File: src/rtl/snake_pkg.sv
// Shared definitions for the snake step controller.
// - Direction codes (none/up/down/left/right), FSM state type, default body length limit.
// - reverse_dir(): opposite direction of a code; DirNone for none/invalid codes.
package snake_pkg;

    localparam logic [2:0] DirNone  = 3'd0;
    localparam logic [2:0] DirUp    = 3'd1;
    localparam logic [2:0] DirDown  = 3'd2;
    localparam logic [2:0] DirLeft  = 3'd3;
    localparam logic [2:0] DirRight = 3'd4;

    localparam int unsigned MaxLenDefault = 25;
    localparam int unsigned LenW          = 5;

    typedef enum logic [2:0] {
        StRstHold,
        StIdle,
        StCheck,
        StUpdate,
        StWaitBody,
        StMove
    } state_e;

    function automatic logic [2:0] reverse_dir(input logic [2:0] d);
        case (d)
            DirUp:    return DirDown;
            DirDown:  return DirUp;
            DirLeft:  return DirRight;
            DirRight: return DirLeft;
            default:  return DirNone;
        endcase
    endfunction

endpackage

File: src/rtl/snake_step_ctrl_if.sv
// Bundle between the step controller and the snake datapath.
// master: controller side (takes tick/request/hit/busy, drives commands).
// slave:  datapath side (drives tick/request/hit/busy, takes commands).
// Signals: mover, accion[2:0], fruit_hit, wall_hit, body_hit, body_busy,
//          dir[2:0], step_grow, step_shift, step_move, comer, reset, length[4:0].
interface snake_step_ctrl_if;
    logic                       mover;
    logic [2:0]                 accion;
    logic                       fruit_hit;
    logic                       wall_hit;
    logic                       body_hit;
    logic                       body_busy;
    logic [2:0]                 dir;
    logic                       step_grow;
    logic                       step_shift;
    logic                       step_move;
    logic                       comer;
    logic                       reset;
    logic [snake_pkg::LenW-1:0] length;

    modport master (
        input  mover, accion, fruit_hit, wall_hit, body_hit, body_busy,
        output dir, step_grow, step_shift, step_move, comer, reset, length
    );

    modport slave (
        output mover, accion, fruit_hit, wall_hit, body_hit, body_busy,
        input  dir, step_grow, step_shift, step_move, comer, reset, length
    );
endinterface

File: src/rtl/mover_sync_edge.sv
// Brings the slow-timebase step tick into the uclk domain and detects its rising edge.
// Ports: uclk (clock), rst (async active-high), mover_i (async level), tick_o (1-cycle pulse).
// tick_o is high in the cycle after the second synchronizer stage first sees a 1.
module mover_sync_edge (
    input  logic uclk,
    input  logic rst,
    input  logic mover_i,
    output logic tick_o
);
    // [0],[1]: synchronizer stages, [2]: previous synchronized value
    logic [2:0] sync_q, sync_d;

    always_comb begin
        sync_d = {sync_q[1:0], mover_i};
    end

    always_ff @(posedge uclk or posedge rst) begin
        if (rst) begin
            sync_q <= 3'b000;
        end else begin
            sync_q <= sync_d;
        end
    end

    assign tick_o = sync_q[1] & ~sync_q[2];
endmodule

File: src/rtl/snake_step_ctrl.sv
// Step sequencer for the snake datapath: per mover tick runs check -> grow/shift -> move,
// commits the requested direction (no reversal while the body is non-empty), tracks
// body length, requests fruit respawn and owns the game reset.
// Ports: uclk, rst (async active-high), bus (snake_step_ctrl_if.master).
// Build option: SNAKE_SELF_COLLIDE_EN -- when defined body_hit in CHECK ends the game,
// otherwise body_hit is ignored.
module snake_step_ctrl
    import snake_pkg::*;
#(
    parameter int unsigned MAX_LEN      = MaxLenDefault,
    parameter int unsigned RESET_CYCLES = 4,
    parameter int unsigned BODY_TIMEOUT = 32
) (
    input  logic                 uclk,
    input  logic                 rst,
    snake_step_ctrl_if.master    bus
);
    // One counter serves both the reset hold and the body-busy timeout.
    localparam int unsigned CntMax = (RESET_CYCLES > BODY_TIMEOUT) ? RESET_CYCLES : BODY_TIMEOUT;
    localparam int unsigned CntW   = $clog2(CntMax + 1);
    localparam logic [CntW-1:0] RstLast  = CntW'(RESET_CYCLES - 1);
    localparam logic [CntW-1:0] BodyLast = CntW'(BODY_TIMEOUT - 1);
    localparam logic [LenW-1:0] MaxLen   = LenW'(MAX_LEN);

    logic tick;
    logic game_over;
    logic req_ok;

    state_e          state_q, state_d;
    logic [CntW-1:0] cnt_q, cnt_d;
    logic [2:0]      dir_q, dir_d;
    logic [2:0]      pdir_q, pdir_d;
    logic [LenW-1:0] len_q, len_d;
    logic            pend_q, pend_d;
    logic            grow_q, grow_d;
    logic            shift_q, shift_d;
    logic            move_q, move_d;
    logic            comer_q, comer_d;

    mover_sync_edge u_mover_sync_edge (
        .uclk    (uclk),
        .rst     (rst),
        .mover_i (bus.mover),
        .tick_o  (tick)
    );

`ifdef SNAKE_SELF_COLLIDE_EN
    assign game_over = bus.wall_hit | bus.body_hit;
`else
    assign game_over = bus.wall_hit;
    logic unused_body_hit;
    assign unused_body_hit = bus.body_hit;
`endif

    // Valid request that is not a reversal of the committed direction of a non-empty body.
    assign req_ok = (bus.accion != DirNone) && (bus.accion <= DirRight) &&
                    !((len_q != '0) && (bus.accion == reverse_dir(dir_q)));

    always_comb begin
        state_d = state_q;
        cnt_d   = cnt_q;
        dir_d   = dir_q;
        pdir_d  = pdir_q;
        len_d   = len_q;
        pend_d  = pend_q;
        grow_d  = 1'b0;
        shift_d = 1'b0;
        move_d  = 1'b0;
        comer_d = 1'b0;

        if (req_ok) begin
            pdir_d = bus.accion;
        end

        // One-deep memory for a tick that lands mid-step; extra ticks are lost.
        if (tick && (state_q != StIdle) && (state_q != StRstHold)) begin
            pend_d = 1'b1;
        end

        unique case (state_q)
            StRstHold: begin
                if (cnt_q == RstLast) begin
                    state_d = StIdle;
                end else begin
                    cnt_d = cnt_q + 1'b1;
                end
            end
            StIdle: begin
                if (tick || pend_q) begin
                    state_d = StCheck;
                    pend_d  = 1'b0;
                end
            end
            StCheck: begin
                dir_d = pdir_q;
                if (game_over) begin
                    state_d = StRstHold;
                end else begin
                    state_d = StUpdate;
                    comer_d = bus.fruit_hit;
                    if (bus.fruit_hit && (len_q < MaxLen)) begin
                        grow_d = 1'b1;
                        len_d  = len_q + 1'b1;
                    end else begin
                        shift_d = 1'b1;
                    end
                end
            end
            StUpdate: begin
                state_d = StWaitBody;
                // Counts cycles since UPDATE so the timeout lands BODY_TIMEOUT after it.
                cnt_d   = CntW'(1);
            end
            StWaitBody: begin
                if (!bus.body_busy) begin
                    state_d = StMove;
                    move_d  = 1'b1;
                end else if (cnt_q >= BodyLast) begin
                    state_d = StRstHold;
                end else begin
                    cnt_d = cnt_q + 1'b1;
                end
            end
            StMove: begin
                state_d = StIdle;
            end
            default: begin
                state_d = StRstHold;
            end
        endcase

        if ((state_d == StRstHold) && (state_q != StRstHold)) begin
            cnt_d = '0;
        end
        if (state_d == StRstHold) begin
            dir_d  = DirNone;
            pdir_d = DirNone;
            len_d  = '0;
            pend_d = 1'b0;
        end
    end

    always_ff @(posedge uclk or posedge rst) begin
        if (rst) begin
            state_q <= StRstHold;
            cnt_q   <= '0;
            dir_q   <= DirNone;
            pdir_q  <= DirNone;
            len_q   <= '0;
            pend_q  <= 1'b0;
            grow_q  <= 1'b0;
            shift_q <= 1'b0;
            move_q  <= 1'b0;
            comer_q <= 1'b0;
        end else begin
            state_q <= state_d;
            cnt_q   <= cnt_d;
            dir_q   <= dir_d;
            pdir_q  <= pdir_d;
            len_q   <= len_d;
            pend_q  <= pend_d;
            grow_q  <= grow_d;
            shift_q <= shift_d;
            move_q  <= move_d;
            comer_q <= comer_d;
        end
    end

    assign bus.dir        = dir_q;
    assign bus.length     = len_q;
    assign bus.reset      = (state_q == StRstHold);
    assign bus.step_grow  = grow_q;
    assign bus.step_shift = shift_q;
    assign bus.step_move  = move_q;
    assign bus.comer      = comer_q;
endmodule

File: src/flat_wrapper.sv
// flat-port wrapper written by rule: the top's interface ports become plain ports
module snake_step_ctrl_flat import snake_pkg::*;
#(
    parameter int unsigned MAX_LEN      = MaxLenDefault,
    parameter int unsigned RESET_CYCLES = 4,
    parameter int unsigned BODY_TIMEOUT = 32
)
  (uclk, rst, bus_mover, bus_accion, bus_fruit_hit, bus_wall_hit, bus_body_hit, bus_body_busy, bus_dir, bus_step_grow, bus_step_shift, bus_step_move, bus_comer, bus_reset, bus_length);
  snake_step_ctrl_if bus_i ();
  input  logic uclk;
  input  logic rst;
  input wire logic [$bits(bus_i.mover)-1:0] bus_mover;
  input wire logic [$bits(bus_i.accion)-1:0] bus_accion;
  input wire logic [$bits(bus_i.fruit_hit)-1:0] bus_fruit_hit;
  input wire logic [$bits(bus_i.wall_hit)-1:0] bus_wall_hit;
  input wire logic [$bits(bus_i.body_hit)-1:0] bus_body_hit;
  input wire logic [$bits(bus_i.body_busy)-1:0] bus_body_busy;
  output wire logic [$bits(bus_i.dir)-1:0] bus_dir;
  output wire logic [$bits(bus_i.step_grow)-1:0] bus_step_grow;
  output wire logic [$bits(bus_i.step_shift)-1:0] bus_step_shift;
  output wire logic [$bits(bus_i.step_move)-1:0] bus_step_move;
  output wire logic [$bits(bus_i.comer)-1:0] bus_comer;
  output wire logic [$bits(bus_i.reset)-1:0] bus_reset;
  output wire logic [$bits(bus_i.length)-1:0] bus_length;
  assign bus_i.mover = bus_mover;
  assign bus_i.accion = bus_accion;
  assign bus_i.fruit_hit = bus_fruit_hit;
  assign bus_i.wall_hit = bus_wall_hit;
  assign bus_i.body_hit = bus_body_hit;
  assign bus_i.body_busy = bus_body_busy;
  assign bus_dir = bus_i.dir;
  assign bus_step_grow = bus_i.step_grow;
  assign bus_step_shift = bus_i.step_shift;
  assign bus_step_move = bus_i.step_move;
  assign bus_comer = bus_i.comer;
  assign bus_reset = bus_i.reset;
  assign bus_length = bus_i.length;
  snake_step_ctrl #(.MAX_LEN(MAX_LEN), .RESET_CYCLES(RESET_CYCLES), .BODY_TIMEOUT(BODY_TIMEOUT)) u_core (.uclk(uclk), .rst(rst), .bus(bus_i));
endmodule
File: config.mk
export PLATFORM = sky130hd
export DESIGN_NAME = snake_step_ctrl_flat
export DESIGN_NICKNAME = d
export VERILOG_FILES = /design/src/rtl/snake_pkg.sv /design/src/rtl/snake_step_ctrl_if.sv /design/src/rtl/mover_sync_edge.sv /design/src/rtl/snake_step_ctrl.sv /design/src/flat_wrapper.sv
export SDC_FILE = /design/constraint.sdc
export NUM_CORES = 1
export LEC_CHECK = 0
export ABC_AREA = 1
export BUFFER_PORTS_ARGS = -buffer_cell sky130_fd_sc_hd__buf_4
export CAP_MARGIN = 20
export CORE_ASPECT_RATIO = 2
export CORE_MARGIN = 1.5
export CORE_UTILIZATION = 37
export DETAILED_ROUTE_END_ITERATION = 8
export PLACE_DENSITY = 0.61
export SLEW_MARGIN = 20
export SYNTH_ARGS = -nofsm -noshare
export SYNTH_HDL_FRONTEND = slang
export SYNTH_SLANG_ARGS = --single-unit
File: constraint.sdc
create_clock -name uclk -period 2 [get_ports uclk]
set_clock_uncertainty 0.2 [all_clocks]
set_input_delay 0.2 -clock uclk [delete_from_list [all_inputs] [get_ports uclk]]
set_output_delay 0.2 -clock uclk [all_outputs]
set_load 0.1 [all_outputs]
-- Word level (Yosys, flattened, before mapping)
Index checks and enable logic that the tools add are counted.
- equality and inequality tests: 16
- multiplexer cells: 34
- bitwise gates (word level): 2
- $lt $le $gt $ge: 3
- reductions and logical operators: 20
- add/sub/neg operators: 2
- operators by type and width (cell ; number):
    3-bit 2-to-1 mux ; 8
    6-bit 2-to-1 mux ; 4
    5-bit 2-to-1 mux ; 4
    3-bit one-hot mux with 6 select lines ; 1
    6-bit one-hot mux with 3 select lines ; 1
    1-bit 2-to-1 mux ; 14
    3-bit by 2-bit equality test with 1-bit output, second input constant ; 4
    3-bit one-hot mux with 4 select lines ; 1
    3-bit equality test, second input constant ; 3
    1-bit logical AND ; 7
    6-bit by 1-bit adder with 6-bit output, second input constant ; 1
    3-bit by 1-bit equality test with 1-bit output, second input constant ; 2
    6-bit by 2-bit equality test with 1-bit output, second input constant ; 1
    6-bit by 5-bit >= comparator with 1-bit output, second input constant ; 1
    3-bit logical NOT ; 2
    3-bit inequality test, second input constant ; 2
    2-bit nonzero test ; 3
    3-bit nonzero test ; 2
    5-bit by 1-bit adder with 5-bit output, second input constant ; 1
    5-bit less-than comparator, second input constant ; 1
    5-bit nonzero test ; 1
    4-bit AND reduction ; 1
    4-bit nonzero test ; 1
    3-bit equality test ; 1
    other kinds (10) ; 10
- output and inout bits: 13
- word-level logic and storage cells: 88
- bits of input ports: 10
- bits in registers: 28

-- Logic depth before layout (Yosys ltp)
- depth after elaboration: 9
- gate-level depth with buffers: 10
- depth with buffers taken out: 10

-- Cells and area by module
Synthesis repeated with hierarchy kept, for this count alone.
- cells, all modules: 185
- area, all modules: 1589.0 um^2
- by module, submodules not included (module ; cells an instance ; times used ; seq. area each (um^2) ; area each (um^2)):
    snake_step_ctrl ; 179 ; 1 ; 625.6 ; 1500.2
    mover_sync_edge ; 6 ; 1 ; 75.1 ; 88.8

-- Least setup slack after synthesis
OpenSTA, ideal clock, no wires.
- kind: register to register
- start: register u_core.len_q[0] (netlist: u_core.bus.length[0])
- end: register u_core.len_q[3] (netlist: u_core.bus.length[3])
- arrival time: 1.981 ns
- library setup time: 0.122 ns
- path slack: -0.302 ns
- required time: 1.678 ns
- buffers on the path: 0
- period minus slack after synthesis: 2.302 ns
- cell stages (with the launch flop): 7
- path through: dfrtp_1 inv_1 a21oi_1 nor2_8 nand3_1 xor2_1 nor2_2
- longest elaborated chain between the ends: 5
- elaborated cells between the ends (all ways): 9
- those cells by class: add/sub: 1; order compare: 1; mux: 4; reduce/logical: 3
- ends and longest elaborated chain (element ; line ; RTL):
    start, declared ; snake_step_ctrl.sv:33 ; logic [LenW-1:0] len_q, len_d;
    start signal, assigned ; snake_step_ctrl.sv:160 ; len_q <= len_d;
    5-bit by 1-bit adder with 5-bit output ; snake_step_ctrl.sv:103 ; len_d = len_q + 1'b1;
    5-bit 2-to-1 mux ; snake_step_ctrl.sv:101 ; if (bus.fruit_hit && (len_q < MaxLen)) begin
    5-bit 2-to-1 mux ; snake_step_ctrl.sv:96 ; if (game_over) begin
    5-bit 2-to-1 mux ; snake_step_ctrl.sv:80 ; unique case (state_q)
    5-bit 2-to-1 mux ; snake_step_ctrl.sv:135 ; if (state_d == StRstHold) begin
Parallel ways exist; a longest one is shown, timed or not. The select of a mux whose other input is x is not followed.
A chain may end at the register's enable or synchronous reset.

-- Worst setup path after layout
- start: register u_core.cnt_q[1]
- end: register u_core.pdir_q[1]
- longest elaborated chain between the ends: 6
- elaborated cells between the ends (all ways): 9
- those cells by class: order compare: 1; eq/ne: 1; mux: 5; reduce/logical: 2
- ends and longest elaborated chain (element ; line ; RTL):
    start, declared ; snake_step_ctrl.sv:30 ; logic [CntW-1:0] cnt_q, cnt_d;
    start signal, assigned ; snake_step_ctrl.sv:157 ; cnt_q <= cnt_d;
    6-bit by 5-bit >= comparator with 1-bit output ; snake_step_ctrl.sv:118 ; end else if (cnt_q >= BodyLast) begin
    3-bit 2-to-1 mux ; snake_step_ctrl.sv:118 ;
    3-bit 2-to-1 mux ; snake_step_ctrl.sv:115 ; if (!bus.body_busy) begin
    3-bit one-hot mux with 6 select lines (*) ; snake_step_ctrl.sv:80 ;
    via u_core.state_d[2] ; snake_step_ctrl.sv:29 ; state_e state_q, state_d;
    3-bit logical NOT (*) ; snake_step_ctrl.sv:135 ;
    3-bit 2-to-1 mux or 2-bit nonzero test (tied branches) ; - ;
    end signal, assigned ; snake_step_ctrl.sv:148 ; pdir_q <= DirNone;
    end signal, assigned ; snake_step_ctrl.sv:159 ; pdir_q <= pdir_d;
    end, declared ; snake_step_ctrl.sv:32 ; logic [2:0] pdir_q, pdir_d;
Mark *: on every way through the listed nets, which the timed path passes. The rest lies on a longest branch.

==> results.sh <==
export IMPL_relSlewSlack_pct=76.3
export IMPL_synth_ff_latch_count=28
export IMPL_power_density_nw_per_um2=1250
export IMPL_floorplan_rows=33
export IMPL_combPwrFrac_pct=56.2
export IMPL_worst_path_required_time_ns=1.97
export IMPL_cp_start_kind="flip-flop"
export IMPL_detail_route_first_pass_iterations=4
export IMPL_cts_root_buffer_cell="sky130_fd_sc_hd__clkbuf_8"
export IMPL_h_tree_level_count=1
export IMPL_insertion_delay_ns=0.27
export IMPL_setup_viol_count_final=0
export IMPL_clock_power_share_pct=12.3
export IMPL_finish_utilization_pct=47.0
export IMPL_min_delay_path_class="primary input to flip-flop"
export IMPL_p_sw_mw=1.22
export IMPL_syn_avg_cell_area_um2=8.58
export IMPL_rsz0062_at_grt="false"
export IMPL_drive_above_1_share_pct=30.0
export IMPL_seqPwrFrac_pct=31.5
export IMPL_synth_largest_area_cell="sky130_fd_sc_hd__dfrtp_1"
export IMPL_worstPathMaxFanout=8
export IMPL_grt_ovfl_total=0
export IMPL_syn_num_nets=203
export IMPL_initial_core_utilization_pct=38.9
export IMPL_tritoncts="yes"
export IMPL_post_cts_buffers=0
export IMPL_p_int_mw=1.23
export IMPL_vias_per_cell=4.72
export IMPL_antenna_violations_before_repair=0
export IMPL_most_common_layout_cells="sky130_fd_sc_hd__nand2_1, sky130_fd_sc_hd__nor2_1, sky130_fd_sc_hd__buf_4, sky130_fd_sc_hd__dfrtp_1, sky130_fd_sc_hd__inv_1"
export IMPL_synth_sequential_area_ratio_pct=43.2
export IMPL_ys_top_cells_by_area="sky130_fd_sc_hd__dfrtp_1, sky130_fd_sc_hd__nand2_1, sky130_fd_sc_hd__nor2_1"
export IMPL_netlist_area_leader_share_pct=43.2
export IMPL_drcViolationCount=0
export IMPL_largest_net_degree_at_the_start_of_global_routing=29
export IMPL_post_place_cells=266
export IMPL_fmax_mhz=551
export IMPL_layout_cells_most_common="sky130_fd_sc_hd__nand2_1"
export IMPL_fin_ws_ns=0.186
export IMPL_worstSetupEndpointType="flip-flop"
export IMPL_fp_dieW_um=49.8
export IMPL_netlist_cell_type_count=27
export IMPL_critPathArrivalTime_ns=1.79
export IMPL_finalCriticalPeriod_ns=1.81
export IMPL_antennaDiodeCount=0
export IMPL_drt_total_wl_mm=3.25
export IMPL_synth_yosys_warnings=0
export IMPL_worst_pin_slew_ns=0.353
export IMPL_power_ir_vdd_worst_v=0.000631
export IMPL_overall_global_routing_resource_usage_pct=15.3
export IMPL_dp_final_hpwl_mm=2.57
export IMPL_clockBufferDepth=2
export IMPL_highest_signal_layer="met4"
export IMPL_cts_inserted_buffers=3
export IMPL_via_count_of_the_first_global_routing_pass=1290
export IMPL_stdcell_count=272
export IMPL_weighted_congestion_at_the_end_of_routability_driven_global_placement=0.732
export IMPL_post_drt_wl_per_cell_um=11.9
export IMPL_dp_worst_setup_slack_ns=0.122
export IMPL_swShare_pct=49.8
export IMPL_die_y_um=96.6
export IMPL_postPlaceCellArea_um2=1880
export IMPL_synthesis_area_um2=1620
export IMPL_report_power_total_mw=2.44
export IMPL_met3_wirelength_um=76
export IMPL_timing_hold_violations_final=0
export IMPL_synth_cells=189
export IMPL_place_port_buffers=21
export IMPL_period_share_pct=90.7
export IMPL_met2RoutedLength_mm=1.87
export IMPL_max_cap_violations=0
export IMPL_final_cell_area_excluding_filler_cells_um2=1960
export IMPL_setup_crit_path_kind="flip-flop to flip-flop"
export IMPL_route_antenna_remaining_nets=0
export IMPL_met1_routed_length_mm=1.27
export IMPL_drt_first_iter_violations=8
export IMPL_num_vias=1285
export IMPL_outcome="completed"
export IMPL_grt_pass1_wl_mm=5.79
export IMPL_tritoncts_num_sinks=28
export IMPL_area_growth_syn_to_layout_pct=20.8
export IMPL_die_area_um2=4810
export IMPL_final_net_count=235
export IMPL_fp_coreArea_um2=4170
export IMPL_floorplan_io_pins=23
export IMPL_leakagePower_nw=0.956
export IMPL_slew_viol_final=0
export IMPL_cts_reportedPaths_clkPinSlew_ns=0.10
## timing repair
| action | 4_1_cts | 5_1_grt |
|---|---|---|
| endpoints found under the setup margin | 0 | 8 |
| endpoints found under the hold margin | 29 | 0 |
| gates resized for setup | 0 | 2 |
| hold buffers | 2 | 0 |
## cell type report
type                       instances  area [um^2]
multi-input combinational        133          821
clock buffer                       4         45.0
sequential                        28          708
inverter                          27          104
tap                               52         65.1
timing repair buffer              28          215
fill                             413         2210
## sequential cells by signal (all words and copies together), names as in the netlist
name / count
u_core.bus.comer: 1
u_core.bus.dir: 3
u_core.bus.length: 5
u_core.bus.step_grow: 1
u_core.bus.step_move: 1
u_core.bus.step_shift: 1
u_core.cnt_q: 6
u_core.pdir_q: 3
u_core.pend_q: 1
u_core.state_q: 3
u_core.u_mover_sync_edge.sync_q: 3
## layer usage
metal | vias to the layer above | track usage, %
met1 | 594 | 17.5
met5 | - | 0
li1 | 666 | -
met3 | 2 | 1.39
met4 | 0 | 5.13
met2 | 23 | 28.3
## logic make-up after synthesis
logic type | after synthesis | synth area share [%]
AO/OA/AOI/OAI | 18 | 7.79
AND/OR/NAND/NOR | 108 | 37.2
flip-flops | 28 | 43.2
buffers and inverters | 28 | 7.10
XOR/XNOR | 3 | 1.62
adder cells (fa/ha/maj) | 4 | 3.09
## critical path: stages (launching register included)
cell and delay, ns:
sky130_fd_sc_hd__dfrtp_1 0.40, sky130_fd_sc_hd__ha_1 0.18, sky130_fd_sc_hd__nand2_1 0.09, sky130_fd_sc_hd__nor2_1 0.14
sky130_fd_sc_hd__nor2_1 0.06, sky130_fd_sc_hd__nand3_1 0.19, sky130_fd_sc_hd__nand3_4 0.16, sky130_fd_sc_hd__nor2_1 0.12
sky130_fd_sc_hd__nand2_1 0.07, sky130_fd_sc_hd__nand2_1 0.08, sky130_fd_sc_hd__nor2_2 0.03
## worst paths after layout
check                                                             startpoint                                      endpoint  slack [ns]  depth (start not counted)
worst min register to register  u_core.u_mover_sync_edge.sync_q[0]$_DFF_PP0_  u_core.u_mover_sync_edge.sync_q[1]$_DFF_PP0_        0.16                          0
worst min-delay path                                           bus_accion[2]                  u_core.pdir_q[2]$_DFFE_PP0P_        0.03                          3
worst max-delay path                             u_core.cnt_q[1]$_DFFE_PP0P_                  u_core.pdir_q[1]$_DFFE_PP0P_        0.19                         10
worst max register to register                   u_core.cnt_q[1]$_DFFE_PP0P_                  u_core.pdir_q[1]$_DFFE_PP0P_        0.19                         10
min in group asynchronous                                                rst                 u_core.bus.dir[1]$_DFFE_PP0P_        0.35                          4
max in group asynchronous                                                rst              u_core.bus.length[1]$_DFFE_PP0P_        0.96                          4
## power by group through the flow
stage | combinational (mW) | clock (mW) | sequential, mW
final | 1.37 | 0.301 | 0.770
after global routing | 1.52 | 0.340 | 0.786
after CTS | 1.39 | 0.324 | 0.771
after detailed placement | 1.39 | 0 | 0.780
after global placement | 1.38 | 0 | 0.781
after floorplan | 0.999 | 0 | 0.870
## metrics by stage
| stage | TNS, ns | hold slack (ns) |
|---|---|---|
| detailed placement | 0 | 0.102 |
| CTS | 0 | 0.0193 |
| global placement | 0 | 0.0991 |
| global route | 0 | 0.0251 |
| finish | 0 | 0.0274 |
| floorplan | -0.0477 | 0.0314 |
## synthesized netlist by cell type
library cell / number
sky130_fd_sc_hd__nor3b_1: 2
sky130_fd_sc_hd__inv_4: 1
sky130_fd_sc_hd__o211ai_1: 6
sky130_fd_sc_hd__nand2_1: 41
sky130_fd_sc_hd__nor2_1: 28
sky130_fd_sc_hd__nand3b_1: 2
sky130_fd_sc_hd__nand2_4: 1
sky130_fd_sc_hd__a21oi_1: 3
sky130_fd_sc_hd__nor3_1: 1
sky130_fd_sc_hd__ha_1: 4
sky130_fd_sc_hd__nand3_4: 2
sky130_fd_sc_hd__o21ai_0: 3
sky130_fd_sc_hd__xor2_1: 3
sky130_fd_sc_hd__nand3_2: 3
sky130_fd_sc_hd__nor2_8: 3
sky130_fd_sc_hd__a21oi_2: 5
sky130_fd_sc_hd__nor2_4: 3
sky130_fd_sc_hd__nand3_1: 11
sky130_fd_sc_hd__dfrtp_1: 28
sky130_fd_sc_hd__buf_6: 1
sky130_fd_sc_hd__nand2_2: 1
sky130_fd_sc_hd__o21a_1: 1
sky130_fd_sc_hd__nand4_1: 5
sky130_fd_sc_hd__nand4_4: 1
sky130_fd_sc_hd__inv_1: 20
sky130_fd_sc_hd__nor2_2: 4
sky130_fd_sc_hd__inv_2: 6
Power figures use the tool's default switching activity.
